File: src/rtl/fifo_pkt_streamer_if.sv
// Framed valid/ready stream carrying FIFO words to the packet fabric.
// STREAM_PARITY_EN adds an even-parity bit alongside the data.
interface fifo_pkt_streamer_if #(
   parameter int unsigned DATA_WIDTH = 32
);
   logic                  m_valid;
   logic                  m_ready;
   logic [DATA_WIDTH-1:0] m_data;
   logic                  m_last;
`ifdef STREAM_PARITY_EN
   logic                  m_parity;

   modport master (output m_valid, output m_data, output m_last, output m_parity, input m_ready);
   modport slave  (input m_valid, input m_data, input m_last, input m_parity, output m_ready);
`else
   modport master (output m_valid, output m_data, output m_last, input m_ready);
   modport slave  (input m_valid, input m_data, input m_last, output m_ready);
`endif
endinterface

File: src/rtl/fifo_pkt_streamer.sv
// Drains a synchronous FIFO into a framed valid/ready stream. Pops are
// credit-limited so the small buffer absorbing the FIFO's one-cycle read
// latency can never overflow; every PKT_LEN-th beat carries m_last.
// Optional feature macro: STREAM_PARITY_EN (adds m_parity to the stream).
module fifo_pkt_streamer #(
   parameter int unsigned DATA_WIDTH = 32,
   parameter int unsigned PKT_LEN    = 16,
   parameter int unsigned BUF_DEPTH  = 4
) (
   input  logic                  clk,
   input  logic                  reset,
   input  logic                  enable,
   input  logic                  fifo_empty,
   output logic                  fifo_rd,
   input  logic [DATA_WIDTH-1:0] fifo_rdata,
   fifo_pkt_streamer_if.master   m,
   output logic [15:0]           pkt_count,
   output logic                  busy
);

   localparam int unsigned PTR_W = (BUF_DEPTH > 1) ? $clog2(BUF_DEPTH) : 1;
   localparam int unsigned OCC_W = PTR_W + 1;
   localparam int unsigned IDX_W = 16;
   localparam logic [IDX_W-1:0] LAST_IDX = IDX_W'(PKT_LEN - 1);
   localparam logic [OCC_W-1:0] DEPTH_C  = OCC_W'(BUF_DEPTH);

   typedef enum logic [1:0] {IDLE, RUN, FINISH, DRAIN} state_t;

   state_t                state_q;
   logic                  busy_q;
   logic [DATA_WIDTH-1:0] buf_q [BUF_DEPTH];
   logic [PTR_W-1:0]      wr_ptr_q;
   logic [PTR_W-1:0]      rd_ptr_q;
   logic [OCC_W-1:0]      occ_q;
   logic [OCC_W-1:0]      occ_d;
   logic                  inflight_q;
   logic [IDX_W-1:0]      rd_idx_q;
   logic [IDX_W-1:0]      rd_idx_d;
   logic [IDX_W-1:0]      beat_idx_q;
   logic [IDX_W-1:0]      beat_idx_d;
   logic [15:0]           pkt_count_q;
   logic [15:0]           pkt_count_d;

   logic                  fifo_rd_c;
   logic                  rd_wrap_c;
   logic                  m_valid_c;
   logic                  m_last_c;
   logic                  hs_c;
   logic [DATA_WIDTH-1:0] head_c;

   // Pop only while credits remain; deliberately independent of m_ready
   assign fifo_rd_c = ((state_q == RUN) || (state_q == FINISH)) && !fifo_empty &&
                      ((occ_q + OCC_W'(inflight_q)) < DEPTH_C);
   assign rd_wrap_c = fifo_rd_c && (rd_idx_q == LAST_IDX);

   assign head_c    = buf_q[rd_ptr_q];
   assign m_valid_c = (occ_q != '0);
   assign m_last_c  = m_valid_c && (beat_idx_q == LAST_IDX);
   assign hs_c      = m_valid_c && m.m_ready;

   assign fifo_rd   = fifo_rd_c;
   assign m.m_valid = m_valid_c;
   assign m.m_data  = head_c;
   assign m.m_last  = m_last_c;
   assign pkt_count = pkt_count_q;
   assign busy      = busy_q;
`ifdef STREAM_PARITY_EN
   assign m.m_parity = ^head_c;
`endif

   // Next values for occupancy and the packet/beat counters
   always_comb begin
      occ_d       = occ_q;
      rd_idx_d    = rd_idx_q;
      beat_idx_d  = beat_idx_q;
      pkt_count_d = pkt_count_q;
      if (fifo_rd_c) begin
         rd_idx_d = (rd_idx_q == LAST_IDX) ? '0 : rd_idx_q + IDX_W'(1);
      end
      if (hs_c) begin
         beat_idx_d = (beat_idx_q == LAST_IDX) ? '0 : beat_idx_q + IDX_W'(1);
         if (m_last_c) begin
            pkt_count_d = pkt_count_q + 16'(1);
         end
      end
      case ({inflight_q, hs_c})
         2'b10:   occ_d = occ_q + OCC_W'(1);
         2'b01:   occ_d = occ_q - OCC_W'(1);
         default: occ_d = occ_q;
      endcase
   end

   // Buffer storage: capture returning FIFO data at the tail
   always_ff @(posedge clk or negedge reset) begin
      if (!reset) begin
         for (int unsigned i = 0; i < BUF_DEPTH; i++) begin
            buf_q[i] <= '0;
         end
      end else if (inflight_q) begin
         buf_q[wr_ptr_q] <= fifo_rdata;
      end
   end

   // Pointers, credits and framing counters
   always_ff @(posedge clk or negedge reset) begin
      if (!reset) begin
         wr_ptr_q    <= '0;
         rd_ptr_q    <= '0;
         occ_q       <= '0;
         inflight_q  <= 1'b0;
         rd_idx_q    <= '0;
         beat_idx_q  <= '0;
         pkt_count_q <= '0;
      end else begin
         inflight_q  <= fifo_rd_c;
         occ_q       <= occ_d;
         rd_idx_q    <= rd_idx_d;
         beat_idx_q  <= beat_idx_d;
         pkt_count_q <= pkt_count_d;
         if (inflight_q) begin
            wr_ptr_q <= wr_ptr_q + PTR_W'(1);
         end
         if (hs_c) begin
            rd_ptr_q <= rd_ptr_q + PTR_W'(1);
         end
      end
   end

   // Control FSM; stopping is deferred until the current packet's pops finish
   always_ff @(posedge clk or negedge reset) begin
      if (!reset) begin
         state_q <= IDLE;
         busy_q  <= 1'b0;
      end else begin
         case (state_q)
            IDLE: begin
               if (enable) begin
                  state_q <= RUN;
                  busy_q  <= 1'b1;
               end
            end
            RUN: begin
               if (!enable) begin
                  state_q <= (rd_idx_d == '0) ? DRAIN : FINISH;
               end
            end
            FINISH: begin
               if (rd_wrap_c) begin
                  state_q <= DRAIN;
               end
            end
            DRAIN: begin
               if (enable) begin
                  state_q <= RUN;
               end else if ((occ_q == '0) && !inflight_q) begin
                  state_q <= IDLE;
                  busy_q  <= 1'b0;
               end
            end
            default: begin
               state_q <= IDLE;
               busy_q  <= 1'b0;
            end
         endcase
      end
   end

endmodule

File: src/flat_wrapper.sv
// flat-port wrapper written by rule: the top's interface ports become plain ports
module fifo_pkt_streamer_flat 
#(
   parameter int unsigned DATA_WIDTH = 32,
   parameter int unsigned PKT_LEN    = 16,
   parameter int unsigned BUF_DEPTH  = 4
)
  (clk, reset, enable, fifo_empty, fifo_rd, fifo_rdata, pkt_count, busy, m_m_valid, m_m_data, m_m_last, m_m_ready);
  fifo_pkt_streamer_if #(.DATA_WIDTH(DATA_WIDTH)) m_i ();
  input  logic clk;
  input  logic reset;
  input  logic enable;
  input  logic fifo_empty;
  output logic fifo_rd;
  input  logic [DATA_WIDTH-1:0] fifo_rdata;
  output logic [15:0] pkt_count;
  output logic busy;
  output wire logic [$bits(m_i.m_valid)-1:0] m_m_valid;
  output wire logic [$bits(m_i.m_data)-1:0] m_m_data;
  output wire logic [$bits(m_i.m_last)-1:0] m_m_last;
  input wire logic [$bits(m_i.m_ready)-1:0] m_m_ready;
  assign m_m_valid = m_i.m_valid;
  assign m_m_data = m_i.m_data;
  assign m_m_last = m_i.m_last;
  assign m_i.m_ready = m_m_ready;
  fifo_pkt_streamer #(.DATA_WIDTH(DATA_WIDTH), .PKT_LEN(PKT_LEN), .BUF_DEPTH(BUF_DEPTH)) u_core (.clk(clk), .reset(reset), .enable(enable), .fifo_empty(fifo_empty), .fifo_rd(fifo_rd), .fifo_rdata(fifo_rdata), .m(m_i), .pkt_count(pkt_count), .busy(busy));
endmodule
File: config.mk
export PLATFORM = sky130hd
export DESIGN_NAME = fifo_pkt_streamer_flat
export DESIGN_NICKNAME = d
export VERILOG_FILES = /design/src/rtl/fifo_pkt_streamer_if.sv /design/src/rtl/fifo_pkt_streamer.sv /design/src/flat_wrapper.sv
export SDC_FILE = /design/constraint.sdc
export NUM_CORES = 1
export LEC_CHECK = 0
export ABC_AREA = 1
export CORE_MARGIN = 3
export CORE_UTILIZATION = 55
export DETAILED_ROUTE_END_ITERATION = 8
export GPL_TIMING_DRIVEN = 0
export PLACE_DENSITY = 0.77
export SLEW_MARGIN = 20
export SYNTH_ARGS = -nofsm -noshare
export SYNTH_HDL_FRONTEND = slang
export SYNTH_SLANG_ARGS = --single-unit
File: constraint.sdc
create_clock -name clk -period 3.8 [get_ports clk]
set_input_delay 0.76 -clock clk [delete_from_list [all_inputs] [get_ports clk]]
set_output_delay 0.76 -clock clk [all_outputs]
set_load 0.1 [all_outputs]
Yosys cells after proc, flatten, opt, wreduce, memory -nomap -nowiden
Cells that the tools add are included.
Storage, ports and cells
  register bits: 187
  input port bits: 37
  output and inout bits: 52
  logic and storage cells: 80
Cells by class
  bitwise logic cells: 2
  add/subtract/negate cells: 8
  mux-type cells: 21
  reductions and logical operators: 19
  magnitude comparators: 4
  eq/ne operators: 13
Operators with widths (count)
  $bwmux W128: 1
  $mux W32: 3
  $bmux W32 S2: 1
  $demux W32 S2: 1
  $add A16 B1 Y16 const B: 3
  $mux W16: 3
  $eq A16 B4 Y1 const B: 2
  $logic_not A16 Y1: 1
  $mux W2: 5
  $pmux W2 S4: 1
  $reduce_and A4 Y1: 2
  $logic_and A1 B1 Y1: 7
  $eq A2 B2 Y1 const B: 3
  $ge A3 B3 Y1 const B: 2
  $ne A2 B2 Y1 const B: 3
  $not A2 Y3: 2
  $pmux W3 S2: 1
  $add A2 B1 Y2 const B: 2
  $eq A2 B1 Y1 const B: 2
  $mux W1: 4
  $ne A2 B1 Y1 const B: 2
  $reduce_bool A2 Y1: 2
  $add A3 B1 Y3: 1
  $add A3 B1 Y3 const B: 1
  11 further kinds: 12

Depth between registers and ports, before layout
Gate-level depths: netlist of the first run.
  word-level depth: 9
  gate-level depth with buffers: 15
  depth with buffers taken out: 15

Worst setup path before layout of the first run
No wires, ideal clock.
  path kind: register -> output
  from: reg u_core.rd_ptr_q[0]
  to: out m_m_data[0]
  arrival time: 2668 ps
  required time: 3040 ps
  cell stages (with the launch flop): 7
  slack: 372 ps
  cells stage by stage: dfrtp_1 clkbuf_1 inv_1 clkbuf_1 clkbuf_1 o21ai_0 o22ai_1
Between the ends
  word-level cells in the longest chain between the ends: 4
Ends and longest elaborated chain
  start, declared: RTL line fifo_pkt_streamer.sv:33  | logic [PTR_W-1:0] rd_ptr_q;
  start signal, assigned: RTL line fifo_pkt_streamer.sv:124  | rd_ptr_q <= rd_ptr_q + PTR_W'(1);
  $not A2 Y3 (not written as such): RTL line fifo_pkt_streamer.sv:56  | assign head_c = buf_q[rd_ptr_q];
  $bmux W32 S2: RTL line fifo_pkt_streamer.sv:56
  $mux W32 (not written as such) (2 in series): RTL line fifo_pkt_streamer.sv:56
  end, declared: RTL line flat_wrapper.sv:19  | output wire logic [$bits(m_i.m_data)-1:0] m_m_data;
Every way passes these cells. The select of a mux whose other input is x is not followed.

Final worst setup path of the first run
  from: reg u_core.rd_ptr_q[0]
  to: out m_m_data[31]
Same word-level chain as after synthesis.

==> impl_summary.md, run 1 <==
Run status
The flow ran to the end, and the final reports show no timing, DRC or antenna violations.

Clock tree
The clock latency of the later-clocked register in the worst-skew pair is 0.43 ns. The clock sink count is 187. In this run the clock root is driven by a sky130_fd_sc_hd__clkbuf_16. After clock tree synthesis, the setup repair step added 0 buffers. The H-tree generated during clock tree synthesis spans 4 levels. The maximum buffer depth of the clock tree is 2. The clock tree from TritonCTS is yes.

Clock-pin slew was measured on the worst setup and hold paths at 0.07 ns. The number of clock buffers added by TritonCTS is 17.

Critical path
The number of buffer and inverter stages on the critical path is 5. The worst setup path is captured at an output port. The critical path goes through clkbuf_1 -> inv_1 -> clkbuf_1 -> clkbuf_1 -> o21ai_0 -> o22ai_1 -> clkdlybuf4s18_2. STA classifies the critical path startpoint as a register. Among all stages on the critical path, the largest delay is contributed by sky130_fd_sc_hd__clkdlybuf4s18_2.

The maximum fanout along the worst path is 10. The delay of the slowest cell on the worst path is 0.57 ns. The startpoint of the worst register-to-register path is u_core.state_q[0]. The worst setup path category is reg -> out.

The most critical setup path has its startpoint at u_core.rd_ptr_q[0]. Data on the critical path arrives at its endpoint at 2.87 ns. The most repeated library cell on the critical path is sky130_fd_sc_hd__clkbuf_1. The required arrival time at the worst endpoint is 3.04 ns. The cell family contributing the most delay on the critical path is buffers and inverters.

Global routing
The number of global-route vias before repair is 7535. In the global route stage, overall resource usage came out at 25.6%. The wire length of the first global-routing pass is 36.9 mm.

After global routing the overflow that remains totals 0. The number of antenna violations at the first check in global routing is 0. Entering global routing, the biggest net connects 95 pins.

Min path
The worst hold-check path type is in -> async.

Floorplanning
The die is 133 um wide. The core region area is 0.0155 sq mm. For this design the top-level I/O count stands at 89. The die is 133 um tall. The number of rows in the core area is 45. The floorplan step defined a die boundary enclosing 0.0176 sq mm. For this configuration, the core starts out at a cell density of 57.2%.

Route
The ratio of routed vias to standard cells is 5.45. In the final routed layout, each cell accounts on average for 15.4 um. Wires add up to 21.8 mm. Once detail routing completed, the nets flagged for antenna violations numbered 0.

For this run, design rule violations remaining after detail routing come to 0. The first-pass iteration count of the detailed router is 5. The number of violations reported at the end of detailed-routing iteration 0 is 639. The routed layout has 7697 vias.

Timing
The final-report hold violation count is 0. The setup clock skew after layout is 0.00763 ns. The number of slew-limit violations in the final report is 0. The timing-limited maximum frequency is 0.275 GHz.

The transition time at the pin with the least slew margin is 0.989 ns. The setup violation total in the final timing report is 0. Setup repair after global routing left no endpoint under its margin. The smallest clock period supported by the final layout is computed as 3.63 ns. Headroom to the max-slew limit came out at 33.8%. The share of the clock period used by the worst path is 95.6%.

Yosys
The sequential cell area fraction in the yosys report is 52.9%. The number of cells produced by synthesis is 1080. The cell type contributing the most total cell area after synthesis is sky130_fd_sc_hd__dfrtp_1. Among all flip-flop cells after synthesis, the most frequent one is sky130_fd_sc_hd__dfrtp_1. The distinct cell type count after synthesis is 33.

Sorting the synthesized cells by area gives the leading types as sky130_fd_sc_hd__dfrtp_1, sky130_fd_sc_hd__o21ai_0, sky130_fd_sc_hd__nand2_1. The number of nets produced by synthesis is 1130. The count of flip-flops with a built-in enable after synthesis is 0. The register bit total from synthesis is 187. The post-synthesis instance area is 0.00885 sq mm.

For this run, asynchronously set or reset flops after synthesis account for 100%. Averaged over all synthesized cells, the footprint is 8.19 sq um. The synthesized design devotes to its leading area cell type 52.9% of total area.

During synthesis, Yosys emitted a total of 0 warnings.

Finish
The post-synthesis to final-layout area growth is 20.1%. The share of layout cells above drive strength 1 is 7.08%. The total inserted antenna cells is 0.

The utilization after layout is 68.7%. At the end of the flow, the number of nets in the layout was 1238.

Placed design
At the end of routability-driven placement, the weighted congestion stood at 0.826. The detailed-placement wirelength estimate is 14.4 mm. The number of input and output port buffers inserted is 88.

Job
The number of maximum-capacitance constraint violations is 0.
placed cells by master (no fill, tap or decap), types with 6 or more instances in the layout:
cell / synthesis / layout
sky130_fd_sc_hd__a21oi_1: 8 / 8
sky130_fd_sc_hd__clkbuf_1: 45 / 43
sky130_fd_sc_hd__clkbuf_16: 0 / 17
sky130_fd_sc_hd__clkdlybuf4s15_2: 0 / 24
sky130_fd_sc_hd__clkdlybuf4s50_1: 0 / 54
sky130_fd_sc_hd__clkinvlp_4: 0 / 6
sky130_fd_sc_hd__dfrtp_1: 187 / 187
sky130_fd_sc_hd__ha_1: 12 / 12
sky130_fd_sc_hd__inv_1: 88 / 88
sky130_fd_sc_hd__nand2_1: 260 / 260
sky130_fd_sc_hd__nand3_1: 30 / 30
sky130_fd_sc_hd__nand4_1: 12 / 12
sky130_fd_sc_hd__nor2_1: 126 / 126
sky130_fd_sc_hd__nor3_1: 12 / 12
sky130_fd_sc_hd__o21ai_0: 205 / 205
sky130_fd_sc_hd__o22ai_1: 32 / 32
sky130_fd_sc_hd__xnor2_1: 17 / 17
sky130_fd_sc_hd__xor2_1: 11 / 11
timing repair:
| item | 4_1_cts | 5_1_grt |
|---|---|---|
| gates cloned | 0 | 0 |
| endpoints found under the setup margin | 33 | 17 |
| resized for setup | 94 | 14 |
| hold buffers | 0 | 0 |
per-layer routing:
layer | track usage, % | up-vias | wire (um)
li1 | - | 3735 | -
met1 | 34.1 | 3677 | 9550
met2 | 41.5 | 252 | 10500
met3 | 6.24 | 33 | 1370
met4 | 8.14 | 0 | 364
met5 | 0 | - | 0
Yosys cell counts, types with 5 or more instances:
library cell               count
sky130_fd_sc_hd__o21ai_0     205
sky130_fd_sc_hd__nand3_1      30
sky130_fd_sc_hd__clkbuf_1     45
sky130_fd_sc_hd__nor2_1      126
sky130_fd_sc_hd__inv_1        88
sky130_fd_sc_hd__xnor2_1      17
sky130_fd_sc_hd__o22ai_1      32
sky130_fd_sc_hd__a21oi_1       8
sky130_fd_sc_hd__dfrtp_1     187
sky130_fd_sc_hd__nor3_1       12
sky130_fd_sc_hd__xor2_1       11
sky130_fd_sc_hd__nor2_2        5
sky130_fd_sc_hd__nand4_1      12
sky130_fd_sc_hd__nand2_1     260
sky130_fd_sc_hd__ha_1         12
path summary, 6_finish.rpt:
path,endpoint,slack [ns],cells past startpoint
setup / recovery,m_m_data[31],0.17,7
hold / removal,u_core.buf_q[26],0.31,1
setup reg to reg,u_core.state_q[0],1.56,15
hold reg to reg,u_core.buf_q[53],0.48,2
max in group asynchronous,u_core.occ_q[0],2.59,2
min in group clk,u_core.buf_q[53],0.48,2
stage by stage:
stage	cell area (sq um)	setup slack [ns]	std cells	TNS (ns)	hold slack (ns)
floorplan	8850	0.372	1080	0	0.448
global placement	9990	-5.77	1379	-1077.17	0.460
detailed placement	10000	-0.0804	1380	-0.262	0.468
CTS	10700	0.0918	1412	0	0.367
global route	10600	0.00153	1412	0	0.383
finish	10600	0.166	1412	0	0.313
layout make-up:
cell class | instances | area [sq um]
multi-input combinational | 754 | 3630
clock inverter | 12 | 136
inverter | 91 | 342
buffer | 48 | 200
sequential | 187 | 4680
tap | 211 | 264
clock buffer | 20 | 457
fill | 1288 | 4850
timing repair buffer | 89 | 920
registers in the layout, summed over array words and instances, names as in the netlist:
| signal | cells |
|---|---|
| u_core.rd_idx_q | 16 |
| u_core.rd_ptr_q | 2 |
| u_core.busy | 1 |
| u_core.beat_idx_q | 16 |
| u_core.pkt_count | 16 |
| u_core.wr_ptr_q | 2 |
| u_core.state_q | 2 |
| u_core.buf_q | 128 |
| u_core.inflight_q | 1 |
| u_core.occ_q | 3 |
worst register-to-register path, delay by kind of cell, from the launching register on:
kind	cells	cell delay, ns
fa+ha+maj	1	0.27
flops	1	0.39
buf+inv	4	0.34
simple gates	9	1.02
compound gates	1	0.13
cell families (layout without fill, tap and decap cells):
family,Yosys count,count (layout),synth area share (%)
AO/OA/AOI/OAI,251,251,14.7
XOR/XNOR,28,28,2.77
adder cells (fa/ha/maj),13,13,1.92
AND/OR/NAND/NOR,462,462,21.6
buffers and inverters,139,260,6.08
flip-flops,187,187,52.9
Power of run 1 is not shown: default switching activity piles up to over one toggle a cycle in this logic, so the estimate is an artifact.
==> inputs of run 2 (changes only) <==
Settings changed: CORE_ASPECT_RATIO set to 0.6.
==> impl_summary.md, run 2 (synthesized netlist as in run 1, its figures left out) <==
Floorplanning
The boundary pin count is 89 (unchanged). The y dimension of the die was 104 um (was 133 um). The die outline area is 0.0177 sq mm (was 0.0176 sq mm).

The width of the die is 170 um (was 133 um). The effective utilization at floorplan is 56.9% (was 57.2%). The number of rows in the core area is 35 (was 45). The core region area is 0.0155 sq mm (about the same).

Run status
The final reports fail on setup timing. Result of the run: finished with violations (was completed).

Placed design
The detailed-placement wirelength estimate is 15.4 mm (was 14.4 mm). The number of input and output port buffers inserted is 88 (unchanged). The global placement routability congestion is 0.840 (was 0.826). The placed instance area is 0.0100 sq mm (about the same).

Clock tree
The clock latency of the later-clocked register in the worst-skew pair is 0.44 ns (was 0.43 ns). The clock sink count is 187 (unchanged). The total number of H-tree levels was 4 (unchanged).

The clock slew at the register clock pins of the worst setup and hold paths was 0.07 ns (about the same). The clock tree from TritonCTS is yes (unchanged). The buffer type at the clock tree root is sky130_fd_sc_hd__clkbuf_16 (unchanged). The post-CTS repair timing setup buffer count is 0 (unchanged). The total clock buffers created by CTS is 17 (unchanged). The maximum buffer depth of the clock tree is 2 (unchanged).

Timing
The share of the clock period used by the worst path is 101% (was 95.6%). The timing-limited maximum frequency came to 0.261 GHz (was 0.275 GHz). The final-layout setup total negative slack came to -0.0341 ns (was 0 ns). Setup repair after global routing missed its margin: true (was false). The final-report hold violation count was 0 (unchanged). The shortest clock period the worst path allows after layout is 3.83 ns (was 3.63 ns). The relative max-transition margin is 32.6% (was 33.8%). The transition time at the pin with the least slew margin was 1.01 ns (was 0.989 ns). The worst hold slack is 0.323 ns (was 0.313 ns). The setup violation total in the final timing report is 1 (was 0). The final worst setup slack came to -0.0341 ns (was 0.166 ns). The setup clock skew after layout is 0.0143 ns (was 0.00763 ns).

The number of slew-limit violations in the final report was 0 (unchanged).

Route
The first-pass iteration count of the detailed router is 5 (unchanged). The number of antenna-violating nets in the routed design is 0 (unchanged). The via count came to 7851 (was 7697). The routed wire length was 23.1 mm (was 21.8 mm).

The remaining design rule violation count is 0 (unchanged). The ratio of routed vias to standard cells is 5.59 (was 5.45). The average routed wire per standard cell is 16.4 um (was 15.4 um). The number of violations reported at the end of detailed-routing iteration 0 was 790 (was 639).

Finish
The share of layout cells above drive strength 1 was 6.99% (was 7.08%). The number of flip-flops in the largest register is 128 (unchanged). The post-synthesis to final-layout area growth came to 20.1% (about the same). Top library cells by usage in the layout, fill and taps aside: sky130_fd_sc_hd__nand2_1, sky130_fd_sc_hd__o21ai_0, sky130_fd_sc_hd__dfrtp_1 (unchanged). The register cell area after layout came to 0.00468 sq mm (unchanged). The utilization after layout is 68.4% (was 68.7%). The final net count is 1238 (unchanged). The total inserted antenna cells is 0 (unchanged). The most common cell after layout, fill and taps aside was sky130_fd_sc_hd__nand2_1 (unchanged). The number of inserted filler cells in the final layout is 1269 (was 1288). The combined area of the multi-input logic cells came to 0.00363 sq mm (unchanged).

The finished layout cell area is 0.0106 sq mm (about the same). The most flop-heavy register is u_core.buf_q (unchanged).

Critical path
The kind of start point of the critical path was a register (unchanged). The depth of the worst register-to-register path was 13 (was 15). The startpoint of the worst register-to-register path is u_core.state_q[0] (unchanged). The worst setup path category is reg -> out (unchanged). The maximum fanout along the worst path is 10 (unchanged). The slack of the worst reg-to-reg path is 1.46 ns (was 1.56 ns). The beginning of the critical path is u_core.rd_ptr_q[0] (unchanged). The required arrival time at the worst endpoint came to 3.04 ns (about the same).

The worst reg2reg path endpoint is u_core.state_q[0] (unchanged). The data arrival time of the critical path came to 3.07 ns (was 2.87 ns). The type of element capturing the critical path is an output port (unchanged).

Job
The number of maximum-capacitance constraint violations is 0 (unchanged).

Global routing
The number of global-route vias before repair was 7544 (was 7535). The number of antenna violations at the first check in global routing is 0 (unchanged). The overall routing resource usage is 27.0% (was 25.6%).

The global route total overflow is 0 (unchanged). The wire length of the first global-routing pass is 38.6 mm (was 36.9 mm). The maximum number of pins on one net before global-route repair was 102 (was 95).

Min path
The worst hold-check path type is in -> async (unchanged).
## run 2: area by class of cell
| type | count | area share (%) |
|---|---|---|
| Buffer | 48 | 1.88 |
| Clock buffer | 19 | 4.07 |
| Clock inverter | 13 | 1.57 |
| Inverter | 91 | 3.21 |
| Multi-Input combinational cell | 754 | 34.2 |
| Sequential cell | 187 | 44.0 |
| Tap cell | 203 | 2.39 |
| Timing Repair Buffer | 89 | 8.66 |
## run 2: routing by layer
layer / up-vias / GRT usage, % / share of wire, %
li1: 3728 / - / -
met1: 3749 / 42.0 / 47
met2: 342 / 39.2 / 43
met3: 32 / 5.24 / 8.6
met4: 0 / 6.42 / 1.3
met5: - / 0 / 0
## run 2: through the flow
step	worst slack (ns)	instances
after floorplan	0.372	1080
after global placement	-5.76	1371
after detailed placement	-0.177	1372
after CTS	0.00177	1404
after global routing	-0.116	1404
final	-0.0341	1404
## run 2: worst max-delay path by stage
stage | end | slack, ns | cells past startpoint
after global routing | m_m_data[9] | -0.12 | 7
after detailed placement | m_m_data[3] | -0.18 | 7
after floorplan | m_m_data[0] | 0.37 | 6
final | m_m_data[25] | -0.03 | 7
after global placement | u_core.pkt_count[3] | -5.76 | 1
after CTS | m_m_data[22] | 0.002 | 6
## run 2: timing repair
action,4_1_cts,5_1_grt
endpoints found under the hold margin,0,0
endpoints found under the setup margin,32,23
hold buffers,0,0
resized for setup,98,18
## run 2: critical path, cell delays in order (launching register included)
cell	delay (ns)
sky130_fd_sc_hd__dfrtp_1	0.40
sky130_fd_sc_hd__clkbuf_1	0.25
sky130_fd_sc_hd__inv_1	0.13
sky130_fd_sc_hd__clkbuf_1	0.40
sky130_fd_sc_hd__clkbuf_1	0.51
sky130_fd_sc_hd__nor2_1	0.10
sky130_fd_sc_hd__o22ai_1	0.28
sky130_fd_sc_hd__clkdlybuf4s18_2	0.59
Power of run 2 is left out for the same reason.
==> inputs of run 3 (changes only) <==
Settings changed: CTS_BUF_LIST set to sky130_fd_sc_hd__clkbuf_16.
==> impl_summary.md, run 3 (synthesized netlist as in run 1, its figures left out) <==
Run status
Result of the run: finished with violations (unchanged). Violated checks: setup timing (unchanged).

Timing
The final worst setup slack was -0.0402 ns (was -0.0341 ns). The setup violation total in the final timing report was 2 (was 1). The transition time at the pin with the least slew margin is 1.01 ns (about the same). Setup repair after global routing missed its margin: true (unchanged). The share of the clock period used by the worst path is 101% (about the same). The final-layout setup total negative slack is -0.0418 ns (was -0.0341 ns). The final-report hold violation count is 0 (unchanged). The number of slew-limit violations in the final report is 0 (unchanged).

The timing-limited maximum frequency came to 0.260 GHz (was 0.261 GHz). The setup clock skew after layout was 0.0142 ns (was 0.0143 ns). The relative max-transition margin is 32.7% (was 32.6%). The shortest clock period the worst path allows after layout is 3.84 ns (was 3.83 ns).

Finish
The most common cell after layout, fill and taps aside is sky130_fd_sc_hd__nand2_1 (unchanged). The combined area of the multi-input logic cells is 0.00363 sq mm (unchanged). The post-synthesis to final-layout area growth came to 20.1% (unchanged). The finished layout cell area was 0.0106 sq mm (unchanged). The utilization after layout came to 68.4% (unchanged).

The number of inserted filler cells in the final layout came to 1269 (unchanged). The most flop-heavy register was u_core.buf_q (unchanged). The total inserted antenna cells is 0 (unchanged). The number of flip-flops in the largest register is 128 (unchanged). The final net count is 1238 (unchanged). The register cell area after layout was 0.00468 sq mm (unchanged). The share of layout cells above drive strength 1 is 6.99% (unchanged). Top library cells by usage in the layout, fill and taps aside: sky130_fd_sc_hd__nand2_1, sky130_fd_sc_hd__o21ai_0, sky130_fd_sc_hd__dfrtp_1 (unchanged).

Floorplanning
The y dimension of the die was 104 um (unchanged). The core region area is 0.0155 sq mm (unchanged). The number of rows in the core area is 35 (unchanged). The boundary pin count is 89 (unchanged). The die outline area came to 0.0177 sq mm (unchanged). The effective utilization at floorplan is 56.9% (unchanged). The width of the die came to 170 um (unchanged).

Clock tree
The clock slew at the register clock pins of the worst setup and hold paths was 0.07 ns (about the same). The clock tree from TritonCTS was yes (unchanged). The count of cells resized by post-cts repair came to 98 (unchanged).

The total number of H-tree levels was 4 (unchanged). The clock latency of the later-clocked register in the worst-skew pair is 0.44 ns (about the same). The buffer type at the clock tree root is sky130_fd_sc_hd__clkbuf_16 (unchanged). The hold buffer count at cts came to 0 (unchanged). The clock sink count is 187 (unchanged). The total clock buffers created by CTS is 17 (unchanged).

The post-CTS repair timing setup buffer count came to 0 (unchanged). The maximum buffer depth of the clock tree is 2 (unchanged).

Critical path
The slack of the worst reg-to-reg path came to 1.46 ns (about the same). The largest delay contributor family on the critical path is buffers and inverters (unchanged). The required arrival time at the worst endpoint is 3.04 ns (about the same). The maximum fanout along the worst path is 10 (unchanged). The number of buffer and inverter stages on the critical path was 5 (unchanged).

The startpoint of the worst register-to-register path is u_core.state_q[0] (unchanged). The worst reg2reg path endpoint is u_core.state_q[0] (unchanged). Ordered cell list for the critical path: clkbuf_1 -> inv_1 -> clkbuf_1 -> clkbuf_1 -> nor2_1 -> o22ai_1 -> clkdlybuf4s18_2 (unchanged).

The worst setup path category was reg -> out (unchanged). The type of element capturing the critical path is an output port (unchanged). The delay of the slowest cell on the worst path came to 0.59 ns (about the same). The kind of start point of the critical path is a register (unchanged).

The cell with the biggest individual delay on the critical path is sky130_fd_sc_hd__clkdlybuf4s18_2 (unchanged). The most repeated library cell on the critical path is sky130_fd_sc_hd__clkbuf_1 (unchanged). The depth of the worst register-to-register path is 13 (unchanged). The data arrival time of the critical path was 3.08 ns (was 3.07 ns).

Global routing
The global route total overflow was 0 (unchanged). The met3 track demand over resource is 5.24% (unchanged). The number of antenna violations at the first check in global routing is 0 (unchanged).

The wire length of the first global-routing pass was 38.6 mm (unchanged). The number of global-route vias before repair is 7544 (unchanged). The overall routing resource usage is 27.0% (unchanged). The maximum number of pins on one net before global-route repair is 102 (unchanged). The met1 track demand over resource in global routing is 42.0% (unchanged). The met2 global-route usage is 39.2% (unchanged). The highest-utilization routing layer at the global route stage is met1 (unchanged).

Job
The number of maximum-capacitance constraint violations is 0 (unchanged).

Route
The number of violations reported at the end of detailed-routing iteration 0 was 788 (was 790). The number of antenna-violating nets in the routed design is 0 (unchanged). The remaining design rule violation count is 0 (unchanged). The routed wire length is 23.1 mm (about the same).

The average routed wire per standard cell came to 16.4 um (about the same). The via count is 7867 (was 7851). The ratio of routed vias to standard cells was 5.60 (was 5.59).

The first-pass iteration count of the detailed router is 5 (unchanged).

Placed design
The global placement routability congestion was 0.840 (unchanged). The placement-stage worst setup slack is -0.177 ns (unchanged). The number of input and output port buffers inserted was 88 (unchanged). The detailed-placement wirelength estimate is 15.4 mm (unchanged).

The placed instance area is 0.0100 sq mm (unchanged).

Min path
The worst hold-check path type is in -> async (unchanged).
## run 3: changes by cell type in the layout (fill, tap and decap cells not counted), sizes merged
cell	previous run	this run
clkbuf	65	63
inv	93	95
## run 3: worst max path at each step
stage                            start  cells after the start                  end
floorplan           u_core.rd_ptr_q[0]                      6          m_m_data[0]
global placement                 reset                      1  u_core.pkt_count[3]
detailed placement  u_core.rd_ptr_q[0]                      7          m_m_data[3]
CTS                 u_core.rd_ptr_q[0]                      6         m_m_data[22]
global route        u_core.rd_ptr_q[0]                      7          m_m_data[9]
finish              u_core.rd_ptr_q[0]                      7         m_m_data[25]
## run 3: metrics by stage
| step | hold WS (ns) | cells |
|---|---|---|
| floorplan | 0.448 | 1080 |
| global placement | 0.460 | 1371 |
| detailed placement | 0.468 | 1372 |
| CTS | 0.360 | 1404 |
| global route | 0.369 | 1404 |
| finish | 0.326 | 1404 |
## run 3: layout make-up
type	instances	share of cell area (%)
flip-flops and latches	187	44.0
multi-input cells	754	34.2
repair buffers	89	8.66
clock buffers	17	4.00
inverters	91	3.21
well taps	203	2.39
plain buffers	48	1.88
clock inverters	15	1.64
## run 3: worst reg2reg max path, stage by stage, from the launching register on
cell	delay (ns)
sky130_fd_sc_hd__dfrtp_1	0.41
sky130_fd_sc_hd__inv_1	0.08
sky130_fd_sc_hd__ha_1	0.29
sky130_fd_sc_hd__inv_1	0.05
sky130_fd_sc_hd__nor2_1	0.21
sky130_fd_sc_hd__nand2_1	0.14
sky130_fd_sc_hd__nor2_4	0.18
sky130_fd_sc_hd__buf_6	0.18
sky130_fd_sc_hd__nand3_1	0.09
sky130_fd_sc_hd__a21oi_1	0.18
sky130_fd_sc_hd__nand2_1	0.06
sky130_fd_sc_hd__nor2_1	0.19
sky130_fd_sc_hd__nand2_1	0.09
sky130_fd_sc_hd__a21oi_1	0.12
## run 3: routing by layer
| metal | part of all wire (%) | up-vias | wire, um |
|---|---|---|---|
| met1 | 47 | 3774 | 10900 |
| met4 | 1.3 | 0 | 291 |
| met2 | 43 | 335 | 9920 |
| li1 | - | 3724 | - |
| met3 | 8.3 | 34 | 1920 |
| met5 | 0 | - | 0 |
Power of run 3 is left out for the same reason.
